[config.mk]
export PLATFORM = sky130hd
export DESIGN_NAME = sd_drive_arbiter
export DESIGN_NICKNAME = d
export VERILOG_FILES = /design/src/rtl/sd_drive_arbiter_pkg.sv /design/src/rtl/sd_drive_arbiter_sync2.sv /design/src/rtl/sd_drive_arbiter.sv
export SDC_FILE = /design/constraint.sdc
export NUM_CORES = 1
export LEC_CHECK = 0
export ABC_AREA = 1
export CAP_MARGIN = 30
export CORE_ASPECT_RATIO = 1.1
export CORE_MARGIN = 2
export CORE_UTILIZATION = 39
export CTS_CLUSTER_SIZE = 40
export DETAILED_ROUTE_END_ITERATION = 6
export PLACE_DENSITY_LB_ADDON = 0.05
export SYNTH_ARGS = -nofsm -noshare
export SYNTH_HDL_FRONTEND = slang
export SYNTH_HIERARCHICAL = 1
export SYNTH_SLANG_ARGS = --single-unit
[constraint.sdc]
create_clock -name clk_sys -period 1.4 [get_ports clk_sys]
set_input_delay 0.28 -clock clk_sys [delete_from_list [all_inputs] [get_ports clk_sys]]
set_output_delay 0.28 -clock clk_sys [all_outputs]
set_load 0.005 [all_outputs]
[src/rtl/sd_drive_arbiter_pkg.sv]
// sd_arb_pkg: shared constants for the SD drive arbiter.
//   - FSM state encoding (legacy-compatible 3-bit localparams)
//   - SD block-port widths: LBA (sector number) and buffer data byte
package sd_arb_pkg;

    localparam int LBA_W = 32;
    localparam int BUF_W = 8;

    localparam logic [2:0] ST_IDLE = 3'd0;
    localparam logic [2:0] ST_REQ  = 3'd1;
    localparam logic [2:0] ST_XFER = 3'd2;
    localparam logic [2:0] ST_DONE = 3'd3;
    localparam logic [2:0] ST_ERR  = 3'd4;

endpackage

[src/rtl/sd_drive_arbiter_sync2.sv]
// sync2: two-flop synchroniser for a single asynchronous level into clk_sys.
// Ports:
//   clk_sys  destination clock
//   reset    synchronous active-high reset, clears both stages
//   d        asynchronous input level
//   q        synchronised output, 2 clk_sys edges behind d
module sync2 (
    input  logic clk_sys,
    input  logic reset,
    input  logic d,
    output logic q
);

    logic s_p0;
    logic s_p1;

    always_ff @(posedge clk_sys) begin
        if (reset) begin
            s_p0 <= 1'b0;
            s_p1 <= 1'b0;
        end else begin
            // stage 0: metastability catch
            s_p0 <= d;
            // stage 1: settled copy
            s_p1 <= s_p0;
        end
    end

    assign q = s_p1;

endmodule

[src/rtl/sd_drive_arbiter.sv]
// sd_drive_arbiter: shares the single SD block port of the I/O controller
// among NDRV virtual drives. One sector request is granted at a time in
// round-robin order; the sd_rd/sd_wr/sd_ack handshake is sequenced here and
// buffer traffic is steered to the granted drive. Per-drive mount state is
// tracked from the image-mount strobe.
// Ports:
//   clk_sys, reset          single clock, synchronous active-high reset
//   req_rd/req_wr           per-drive request levels, held until done/err
//   req_lba                 per-drive sector number, 32 bits per drive
//   req_buff_din            per-drive buffer bytes for card writes
//   req_ack                 high while drive i is in its data transfer
//   req_done/req_err        one-cycle completion / abort pulses
//   drv_buff_wr             sd_buff_wr gated to the granted drive
//   drv_ready               drive has a non-empty image mounted
//   drv_mounted             one-cycle pulse on a mount event
//   sd_lba/sd_rd/sd_wr      request side of the I/O controller port
//   sd_ack                  I/O controller acknowledge (asynchronous)
//   sd_buff_wr              buffer write strobe (clk_sys synchronous)
//   sd_buff_din             buffer byte of the granted drive
//   img_mounted/img_size    asynchronous mount strobe and image size
//   mount_drv               drive targeted by the mount event
module sd_drive_arbiter
    import sd_arb_pkg::*;
#(
    parameter int NDRV    = 2,
    parameter int TIMEOUT = 2**24,
    parameter int DW      = $clog2(NDRV)
) (
    input  logic                    clk_sys,
    input  logic                    reset,
    input  logic [NDRV-1:0]         req_rd,
    input  logic [NDRV-1:0]         req_wr,
    input  logic [LBA_W*NDRV-1:0]   req_lba,
    input  logic [BUF_W*NDRV-1:0]   req_buff_din,
    output logic [NDRV-1:0]         req_ack,
    output logic [NDRV-1:0]         req_done,
    output logic [NDRV-1:0]         req_err,
    output logic [NDRV-1:0]         drv_buff_wr,
    output logic [NDRV-1:0]         drv_ready,
    output logic [NDRV-1:0]         drv_mounted,
    output logic [LBA_W-1:0]        sd_lba,
    output logic                    sd_rd,
    output logic                    sd_wr,
    input  logic                    sd_ack,
    input  logic                    sd_buff_wr,
    output logic [BUF_W-1:0]        sd_buff_din,
    input  logic                    img_mounted,
    input  logic [31:0]             img_size,
    input  logic [DW-1:0]           mount_drv
);

    localparam int CW = $clog2(TIMEOUT + 1);

    logic [2:0]       state;
    logic [DW-1:0]    sel;
    logic [DW-1:0]    last;
    logic [CW-1:0]    cnt;

    logic             ack_s;
    logic             mnt_s;
    logic             mnt_q;

    logic [NDRV-1:0]  cand;
    logic             found;
    logic [DW-1:0]    pick;
    logic [DW-1:0]    idx;
    logic [LBA_W-1:0] lba_pick;

    sync2 u_sync_ack (
        .clk_sys (clk_sys),
        .reset   (reset),
        .d       (sd_ack),
        .q       (ack_s)
    );

    sync2 u_sync_mnt (
        .clk_sys (clk_sys),
        .reset   (reset),
        .d       (img_mounted),
        .q       (mnt_s)
    );

    assign cand = req_rd | req_wr;

    // Round-robin search: start one past the last grant and wrap, so the
    // drive just served has the lowest priority on the next pass.
    always_comb begin
        found = 1'b0;
        pick  = '0;
        idx   = last;
        for (int k = 0; k < NDRV; k++) begin
            idx = (idx == DW'(NDRV - 1)) ? '0 : idx + 1'b1;
            if (!found && cand[idx]) begin
                found = 1'b1;
                pick  = idx;
            end
        end
    end

    always_comb begin
        lba_pick    = '0;
        sd_buff_din = '0;
        for (int i = 0; i < NDRV; i++) begin
            if (pick == DW'(i)) lba_pick = req_lba[i*LBA_W +: LBA_W];
            if (sel == DW'(i))  sd_buff_din = req_buff_din[i*BUF_W +: BUF_W];
        end
    end

    always_ff @(posedge clk_sys) begin
        if (reset) begin
            state  <= ST_IDLE;
            sel    <= '0;
            last   <= DW'(NDRV - 1);
            cnt    <= '0;
            sd_rd  <= 1'b0;
            sd_wr  <= 1'b0;
            sd_lba <= '0;
        end else begin
            case (state)
                ST_IDLE: begin
                    if (found) begin
                        sel  <= pick;
                        last <= pick;
                        // drv_ready here is the pre-mount-update value, so a
                        // mount landing on this same edge does not affect it.
                        if (!drv_ready[pick]) begin
                            state <= ST_ERR;
                        end else begin
                            sd_lba <= lba_pick;
                            // read wins when both levels are high
                            sd_rd  <= req_rd[pick];
                            sd_wr  <= ~req_rd[pick];
                            cnt    <= '0;
                            state  <= ST_REQ;
                        end
                    end
                end
                ST_REQ: begin
                    if (ack_s) begin
                        sd_rd <= 1'b0;
                        sd_wr <= 1'b0;
                        state <= ST_XFER;
                    end else if (cnt == CW'(TIMEOUT)) begin
                        sd_rd <= 1'b0;
                        sd_wr <= 1'b0;
                        state <= ST_ERR;
                    end else begin
                        cnt <= cnt + 1'b1;
                    end
                end
                ST_XFER: begin
                    if (!ack_s) state <= ST_DONE;
                end
                ST_DONE, ST_ERR: state <= ST_IDLE;
                default:         state <= ST_IDLE;
            endcase
        end
    end

    // Mount tracking runs independently of the FSM: remounting the drive
    // that is mid-transfer only changes its ready flag, never the transfer.
    always_ff @(posedge clk_sys) begin
        if (reset) begin
            drv_ready   <= '0;
            drv_mounted <= '0;
            mnt_q       <= 1'b0;
        end else begin
            mnt_q       <= mnt_s;
            drv_mounted <= '0;
            if (mnt_s && !mnt_q && (int'(mount_drv) < NDRV)) begin
                drv_ready[mount_drv]   <= (img_size != 32'd0);
                drv_mounted[mount_drv] <= 1'b1;
            end
        end
    end

    for (genvar i = 0; i < NDRV; i++) begin : g_drv
        assign req_ack[i]     = (state == ST_XFER) && (sel == DW'(i));
        assign req_done[i]    = (state == ST_DONE) && (sel == DW'(i));
        assign req_err[i]     = (state == ST_ERR)  && (sel == DW'(i));
        assign drv_buff_wr[i] = sd_buff_wr && (state == ST_XFER) && (sel == DW'(i));
    end

endmodule

After elaboration in Yosys (flattened, before gate mapping) --
Cells that the tools add are included. W data, S select, Z words.
Word-level totals: flip-flop bits (word level) 73, RAM bits 0, memories kept 0, output and inout bits 54, bits in latches 0, ROM bits 0
Cells by class: equal/unequal tests 11, reduce and logical (&&, ||, !) cells 23, bitwise logic cells 4, $mul 0, shifts and indexed selects 0, $lt $le $gt $ge 5, mux-type cells 38, add/sub/neg operators 3, div/mod/pow operators 0
Operators by type and width (number):
- $mux W25 | 4
- $pmux W25 S2 | 1
- $mux W32 | 1
- $reduce_bool A32 Y1 | 1
- $add A25 B1 Y25 const B | 1
- $eq A25 B25 Y1 const B | 1
- $mux W1 | 21
- $mux W3 | 5
- $logic_and A1 B1 Y1 | 12
- $ne A2 B2 Y1 const B | 5
- $pmux W3 S3 | 1
- $lt A1 B2 Y1 const B | 4
- $mux W8 | 1
- $eq A3 B2 Y1 const B | 2
- $reduce_and A3 Y1 | 2
- $reduce_and A5 Y1 | 1
- $pmux W1 S2 | 2
- $reduce_and A4 Y1 | 1
- $eq A3 B1 Y1 const B | 1
- $eq A3 B3 Y1 const B | 1
- $logic_not A3 Y1 | 1
- $ne A3 B2 Y1 const B | 1
- $not A1 Y1 | 3
- $add A1 B1 Y1 const B | 2
- other kinds (8) | 9

Longest topological paths before layout --
depth after elaboration 14, mapped depth 14

By module --
The synthesis kept the hierarchy.
Modules (own cells, without submodules):
- sd_drive_arbiter | sequential area each 1381.3 µm², cells an instance 637, times used 1, area each 3963.8 µm²
- sync2 | sequential area each 40.0 µm², cells an instance 6, times used 2, area each 55.1 µm²

Worst setup path before layout --
No wires, ideal clock.
path type reg-to-reg, start register cnt[0], end register cnt[22], stages on the path, launching flop included 11, period minus slack after synthesis 1450 ps, data required time 1286 ps, data arrival time 1336 ps, path slack -50 ps, cells stage by stage dfxtp_1 -> ha_1 -> nand2_1 -> nor2_4 -> nand2_4 -> nor2_4 -> nand2_2 -> nor3_2 -> nand2_1 -> nor2_1 -> nor2_2
On the way: word-level cells in the longest chain between the ends 4
Ends and longest elaborated chain:
- from (decl) | RTL line sd_drive_arbiter.sv:57 | logic [CW-1:0] cnt;
- from (signal assigned) | RTL line sd_drive_arbiter.sv:148 | cnt <= cnt + 1'b1;
- $add A25 B1 Y25 | RTL line sd_drive_arbiter.sv:148
- $mux W25 | RTL line sd_drive_arbiter.sv:143 | end else if (cnt == CW'(TIMEOUT)) begin
- $mux W25 | RTL line sd_drive_arbiter.sv:139 | if (ack_s) begin
- $pmux W25 S2 | RTL line sd_drive_arbiter.sv:119 | case (state)
Several ways; a longest one is shown, not always the timed one. The select of a mux whose other input is x is not followed. A chain may end at the register's enable or synchronous reset.

Final worst setup path --
start register state[1], end output drv_buff_wr[1]
On the way: word-level cells in the longest chain between the ends 3
Ends and longest elaborated chain:
- from (decl) | RTL line sd_drive_arbiter.sv:54 | logic [2:0] state;
- from (signal assigned) | RTL line sd_drive_arbiter.sv:111 | state <= ST_IDLE;
- from (signal assigned) | RTL line sd_drive_arbiter.sv:127 | state <= ST_ERR;
- from (signal assigned) | RTL line sd_drive_arbiter.sv:134 | state <= ST_REQ;
- $eq A3 B2 Y1 | RTL line sd_drive_arbiter.sv:181 | assign drv_buff_wr[i] = sd_buff_wr && (state == ST_XFER) && (sel == DW'(i));
- $logic_and A1 B1 Y1 (2 in series) | RTL line sd_drive_arbiter.sv:181
- to (decl) | RTL line sd_drive_arbiter.sv:38 | output logic [NDRV-1:0] drv_buff_wr,
Every way passes these cells.

==> results.sh <==
export IMPL_clk_pin_slew_ns=0.06
export IMPL_synth_fp_nets=773
export IMPL_rr_startpoint="cnt[0]"
export IMPL_cts_htree_levels=3
export IMPL_synth_largest_area_cell="sky130_fd_sc_hd__dfxtp_1"
export IMPL_max_slew_violations=0
export IMPL_post_cts_hold_buffer_count=0
export IMPL_synth_top_area_share_pct=35.9
export IMPL_initial_antenna_violation_count=0
export IMPL_cp_startpoint_kind="flip-flop"
export IMPL_synthTopCellsByArea="sky130_fd_sc_hd__dfxtp_1, sky130_fd_sc_hd__nand2_1, sky130_fd_sc_hd__nor2_1"
export IMPL_internal_power_uw=5770
export IMPL_drt_drc_violations_left=0
export IMPL_gp_congestion=0.854
export IMPL_p_leak_uw=0.00360
export IMPL_die_width_um=101
export IMPL_max_slew_margin_rel_pct=75.2
export IMPL_placeableCoreArea_um2=10300
export IMPL_max_cap_viol_count=0
export IMPL_post_layout_nonfiller_instances=1062
export IMPL_yosysUniqueCellTypes=30
export IMPL_achievable_frequency_ghz=0.593
export IMPL_postLayoutCoreUtil_pct=75.7
export IMPL_finalHoldViolCount=0
export IMPL_floorplan_rows=39
export IMPL_timing_hold_worst_start="u_sync_ack/s_p0"
export IMPL_power_density_nw_per_um2=1160
export IMPL_grt_max_degree=34
export IMPL_place_port_buffers=175
export IMPL_final_layout_size_suffix_gt1_share_pct=32.5
export IMPL_number_of_synthesized_register_bits=73
export IMPL_reg2reg_slack_ns=-0.24
export IMPL_clock_power_share_pct=23.5
export IMPL_final_cell_area_um2=7790
export IMPL_overflow=0
export IMPL_seqPwrFrac_pct=28.6
export IMPL_min_delay_worst_endpoint="u_sync_ack/q"
export IMPL_status="finished, violations left"
export IMPL_number_of_nets_in_the_finished_design=1038
export IMPL_worst_ir_drop_vdd_mv=0.599
export IMPL_rsz0062_at_grt="true"
export IMPL_yosysSeqAreaShare_pct=35.9
export IMPL_largest_driver_fanout_on_the_critical_path=4
export IMPL_sw_share_pct=35.9
export IMPL_number_of_global_route_vias_before_repair=5063
export IMPL_start_util_pct=39.6
export IMPL_skew_ns=0.00843
export IMPL_insertion_delay_to_the_later_sink_of_the_worst_skew_pair_ns=0.34
export IMPL_fp_dieH_um=111
export IMPL_timing_worst_slew_pin_value_ns=0.372
export IMPL_post_detail_place_hpwl_um=9720
export IMPL_drt_wl_total_um=14500
export IMPL_cp_data_required_time_ns=1.12
export IMPL_ioPinCount=176
export IMPL_wire_length_of_the_first_global_routing_pass_um=22600
export IMPL_numCtsBuffers=9
export IMPL_drtIter0Drc=128
export IMPL_cts_tree="done"
export IMPL_place_detailed_instances=1015
export IMPL_timing_hold_ws_ns=0.412
export IMPL_syn_inst=649
export IMPL_dpl_instance_area_um2=6480
export IMPL_ant_nets=0
export IMPL_critical_path_class="reg2out"
export IMPL_ff2ff_path_depth=14
export IMPL_p_switching_uw=3230
export IMPL_min_path_cells=2
export IMPL_antenna_cells_inserted=0
export IMPL_ctsRootBufferMaster="sky130_fd_sc_hd__clkbuf_16"
export IMPL_placement_setup_worst_slack_ns=-0.539
export IMPL_period_minus_slack_ns=1.69
export IMPL_timing_critical_path_to_type="primary output"
export IMPL_synthToLayoutAreaGrowth_pct=91.2
export IMPL_dr_total_vias=5031
export IMPL_layout_worst_path_cycle_share_pct=120
export IMPL_postLayoutSetupSlackWorst_ns=-0.285
export IMPL_synthesis_area_um2=4070
export IMPL_reg2reg_to="cnt[20]"
export IMPL_combinationalPowerShare_pct=48.0
export IMPL_failed_checks="setup timing"
export IMPL_clock_path_buffers=2
export IMPL_avgRoutedWirePerCell_um=13.7
export IMPL_design_die_area_um2=11300
export IMPL_ys_warnings_count=6
export IMPL_post_drt_via_cell_ratio=4.74
export IMPL_synth_area_per_cell_um2=6.28
export IMPL_timing_hold_worst_class="reg2reg"
export IMPL_drt_pass1_iter_count=4
export IMPL_groute_usage_overall_pct=24.9
export IMPL_clock_sinks=73
export IMPL_timing_critical_path_arrival_ns=1.41
export IMPL_final_setup_fails=71
[state kept, by name (all words and copies together) (netlist names)]
name             cells
sd_lba              32
cnt                 25
state                3
drv_mounted          2
drv_ready            2
last                 1
mnt_q                1
sd_rd                1
sd_wr                1
sel                  1
u_sync_ack/q         1
u_sync_ack/s_p0      1
u_sync_mnt/q         1
u_sync_mnt/s_p0      1
[synth_stat cells]
| cell type | count |
|---|---|
| sky130_fd_sc_hd__buf_2 | 8 |
| sky130_fd_sc_hd__nor2_1 | 77 |
| sky130_fd_sc_hd__clkbuf_1 | 11 |
| sky130_fd_sc_hd__xor2_1 | 9 |
| sky130_fd_sc_hd__inv_2 | 9 |
| sky130_fd_sc_hd__nor4_1 | 8 |
| sky130_fd_sc_hd__nand3_2 | 2 |
| sky130_fd_sc_hd__nor3b_1 | 1 |
| sky130_fd_sc_hd__o21ai_1 | 29 |
| sky130_fd_sc_hd__nand2_1 | 219 |
| sky130_fd_sc_hd__ha_1 | 2 |
| sky130_fd_sc_hd__inv_1 | 66 |
| sky130_fd_sc_hd__a22oi_1 | 1 |
| sky130_fd_sc_hd__o211ai_1 | 1 |
| sky130_fd_sc_hd__nand3b_1 | 6 |
| sky130_fd_sc_hd__buf_6 | 5 |
| sky130_fd_sc_hd__a21oi_1 | 55 |
| sky130_fd_sc_hd__nand4_1 | 7 |
| sky130_fd_sc_hd__nor2_4 | 4 |
| sky130_fd_sc_hd__dfxtp_1 | 73 |
| sky130_fd_sc_hd__or2_2 | 1 |
| sky130_fd_sc_hd__clkinv_1 | 3 |
| sky130_fd_sc_hd__o21ai_0 | 6 |
| sky130_fd_sc_hd__nor2_2 | 6 |
| sky130_fd_sc_hd__nand3_1 | 20 |
| sky130_fd_sc_hd__nor3_2 | 2 |
| sky130_fd_sc_hd__nor3_1 | 7 |
| sky130_fd_sc_hd__buf_4 | 2 |
| sky130_fd_sc_hd__nand2_4 | 4 |
| sky130_fd_sc_hd__nand2_2 | 5 |
[metal layers]
metal | share of wire [%] | up-vias | track usage (%)
li1 | - | 2563 | -
met1 | 37 | 2349 | 26.3
met2 | 56 | 106 | 46.7
met3 | 5.7 | 13 | 7.12
met4 | 1.2 | 0 | 7.66
met5 | 0 | - | 0
[power groups by stage]
stage / combinational [uW] / sequential, uW / clock [uW]
after floorplan: 1400 / 2610 / 0
after global placement: 3030 / 2570 / 0
after detailed placement: 3070 / 2590 / 0
after CTS: 3610 / 2560 / 2150
after global routing: 4630 / 2610 / 2250
final: 4320 / 2570 / 2110
[kinds of logic after synthesis]
kind of cell / after synthesis / synth area share (%)
compound gates: 92 / 11.4
flops: 73 / 35.9
simple gates: 369 / 39.2
buf+inv: 104 / 10.9
xor+xnor: 9 / 1.93
fa+ha+maj: 2 / 0.614
[critical path: stages, from the launching register on]
cell	delay, ns
sky130_fd_sc_hd__dfxtp_2	0.35
sky130_fd_sc_hd__clkinv_4	0.06
sky130_fd_sc_hd__nor3_4	0.22
sky130_fd_sc_hd__inv_2	0.08
sky130_fd_sc_hd__buf_6	0.13
sky130_fd_sc_hd__nor3_2	0.09
sky130_fd_sc_hd__buf_2	0.13
[repair_timing]
action                     in CTS  in global routing
setup endpoints to repair     114                 78
setup buffers                  16                  7
resized for setup             214                102
pin swaps                      34                 22
cloned                          5                  4
[cells in the final DEF (no fill, tap or decap), types with 9 or more instances in the layout]
cell,synthesis,layout
sky130_fd_sc_hd__a21oi_1,55,32
sky130_fd_sc_hd__a21oi_2,0,23
sky130_fd_sc_hd__buf_2,8,16
sky130_fd_sc_hd__buf_4,2,66
sky130_fd_sc_hd__buf_6,5,20
sky130_fd_sc_hd__clkbuf_16,0,13
sky130_fd_sc_hd__clkdlybuf4s50_1,0,117
sky130_fd_sc_hd__dfxtp_1,73,66
sky130_fd_sc_hd__dlygate4sd2_1,0,42
sky130_fd_sc_hd__inv_1,66,59
sky130_fd_sc_hd__inv_2,9,11
sky130_fd_sc_hd__nand2_1,219,181
sky130_fd_sc_hd__nand2_2,5,29
sky130_fd_sc_hd__nand2_4,4,17
sky130_fd_sc_hd__nand3_1,20,11
sky130_fd_sc_hd__nor2_1,77,63
sky130_fd_sc_hd__nor2_2,6,14
sky130_fd_sc_hd__nor2_4,4,10
sky130_fd_sc_hd__o21ai_1,29,9
sky130_fd_sc_hd__o21ai_2,0,15
sky130_fd_sc_hd__o21ai_4,0,9
sky130_fd_sc_hd__xor2_1,9,9
[cell type report]
cell class	count	area, um^2
clock buffer	9	225
clock inverter	7	47.5
fill	750	2510
inverter	78	324
multi-input combinational	472	2780
sequential	73	1480
tap	143	179
timing repair buffer	279	2750
timing repair inverter	1	16.3
[worst max-delay path by stage]
stage          startpoint        endpoint  slack, ns  cells after the start
6_report         state[1]  drv_buff_wr[1]      -0.29                      6
4_1_cts          state[1]  drv_buff_wr[1]      -0.24                      6
3_5_place_dp    req_rd[0]      sd_lba[30]      -0.54                     10
5_1_grt            cnt[0]         cnt[19]      -0.38                     14
3_3_place_gp    req_rd[0]      sd_lba[14]      -0.47                     10
2_1_floorplan      cnt[0]         cnt[22]      -0.03                     10
[metrics by stage]
| step | power [uW] | setup TNS [ns] |
|---|---|---|
| after global placement | 5610 | -29.33 |
| final | 9000 | -10.72 |
| after floorplan | 4000 | -0.111 |
| after global routing | 9490 | -17.71 |
| after CTS | 8320 | -8.41 |
| after detailed placement | 5660 | -32.28 |
Note: power is estimated with default switching activity, not from simulation.
==> RTL edit, RTL diff (same settings) <==
The package constant `LBA_W` goes from 32 to 48.
--- a/src/rtl/sd_drive_arbiter_pkg.sv
+++ b/src/rtl/sd_drive_arbiter_pkg.sv
@@ -3,7 +3,7 @@
 //   - SD block-port widths: LBA (sector number) and buffer data byte
 package sd_arb_pkg;
 
-    localparam int LBA_W = 32;
+    localparam int LBA_W = 48;
     localparam int BUF_W = 8;
 
     localparam logic [2:0] ST_IDLE = 3'd0;
Interface: changed (resized req_lba and sd_lba); port bits go from 176 to 224. The function was not compared with the original's and may differ.
==> RTL edit against the original RTL <==
The run still ends with negative setup slack left; wire length is 51% higher; cell area up 23%; sequential cell count increased by 16; non-clock buffer count increased by 68; setup slack worse by 0.047 ns; total power is 7.9% lower; clock power grew 20%; area after synthesis grew 24%.
==> RTL edit: results (changes against the original RTL) <==
Failing checks -> negative setup slack
Share of synthesized cell area in full adder, half adder and majority cells -> 0.4973% (-0.12 points)
Post-CTS setup buffer count -> 31 (+15)
Global-route wire length before repair -> 32.48 mm (+44%)
Vias in the first global route -> 6500 (+28%)
Wirelength per Cell -> 16.86 µm (+23%)
Estimated wirelength of the detail-placed design -> 12.74 mm (+31%)
Net Sw Frac -> 31.46% (-4.4 points)
Commonest cells in the netlist -> sky130_fd_sc_hd__nand2_1, sky130_fd_sc_hd__nor2_1, sky130_fd_sc_hd__dfxtp_1, sky130_fd_sc_hd__a21oi_1, sky130_fd_sc_hd__nand3_1
Final setup fails -> 93 (+31%)
First drt pass iteration count -> 5 (+1)
Delay of the slowest cell on the worst path -> 0.33 ns (-0.02 ns)
Post-Synthesis Mean Instance Area -> 6.130 µm² (-2.4%)
Placed Cells -> 1232 (+21%)
Fraction of the mapped netlist area in compound gates -> 11.79% (+0.36 points)
Final worst-path setup slack -> -0.3320 ns (-0.04695 ns)
Hold Crit Class -> in2reg
Sequential fraction of design power -> 32.4% (+3.8 points)
Fraction of synthesized cell area in xor and xnor cells -> 2.089% (+0.15 points)
Number of nets in the layout -> 1293 (+25%)
Distinct cell type count after synthesis -> 32 (+6.7%)
Number of vias in the routed layout -> 6652 (+32%)
Status -> finished with violations
Post-Synthesis Net Count -> 977 (+26%)
Max VDD drop -> 0.7165 mV (+20%)
Registers with the highest flip-flop counts -> sd_lba: 48 flops, cnt: 25 flops, state: 3 flops
Weighted congestion at the end of routability-driven global placement -> 0.8816 (+3.2%)
RTL edit: cell type report:
type | instances | area, µm²
clock buffers | 10 | 239.0
clock inverters | 6 | 66.31
fillers | 982 | 3043
inverters | 41 | 165.2
multi-input cells | 649 | 3425
flip-flops and latches | 89 | 1799
well taps | 157 | 196.4
repair buffers | 347 | 3656
RTL edit: logic make-up after synthesis:
family,Yosys count
AO/OA/AOI/OAI,113
XOR/XNOR,12
adder cells (fa/ha/maj),2
buffers and inverters,85
AND/OR/NAND/NOR,520
flip-flops,89
RTL edit: final timing paths:
check,from,end,slack (ns),cells past startpoint
min reg2reg,u_sync_mnt/q,mnt_q,0.45,2
max,state[1],sd_lba[23],-0.33,10
min,reset,last,0.33,3
max reg2reg,state[1],sd_lba[23],-0.33,10
RTL edit: per-layer routing:
| layer | GRT usage, % | part of all wire [%] | wire (µm) | vias up |
|---|---|---|---|---|
| met4 | 11.51 | 4.1 | 897 | 2 |
| met3 | 7.941 | 5.7 | 1256 | 78 |
| li1 | - | - | - | 3255 |
| met5 | 0 | 0.059 | 13 | - |
| met2 | 55.99 | 52 | 11450 | 232 |
| met1 | 31.97 | 38 | 8282 | 3085 |
RTL edit: per-stage QoR:
step / total power [mW] / worst slack (ns) / TNS, ns / cell area, µm² / hold WS (ns)
3_3_place_gp: 4.635 / -0.6255 / -48.14 / 7960 / 0.3941
6_report: 8.294 / -0.3320 / -19.38 / 9547 / 0.3287
4_1_cts: 8.052 / -0.2649 / -16.77 / 9278 / 0.3006
3_5_place_dp: 4.635 / -0.6878 / -50.02 / 7960 / 0.3981
2_1_floorplan: 3.611 / -0.08180 / -1.580 / 5067 / 0.3512
5_1_grt: 8.593 / -0.3840 / -24.84 / 9547 / 0.3357
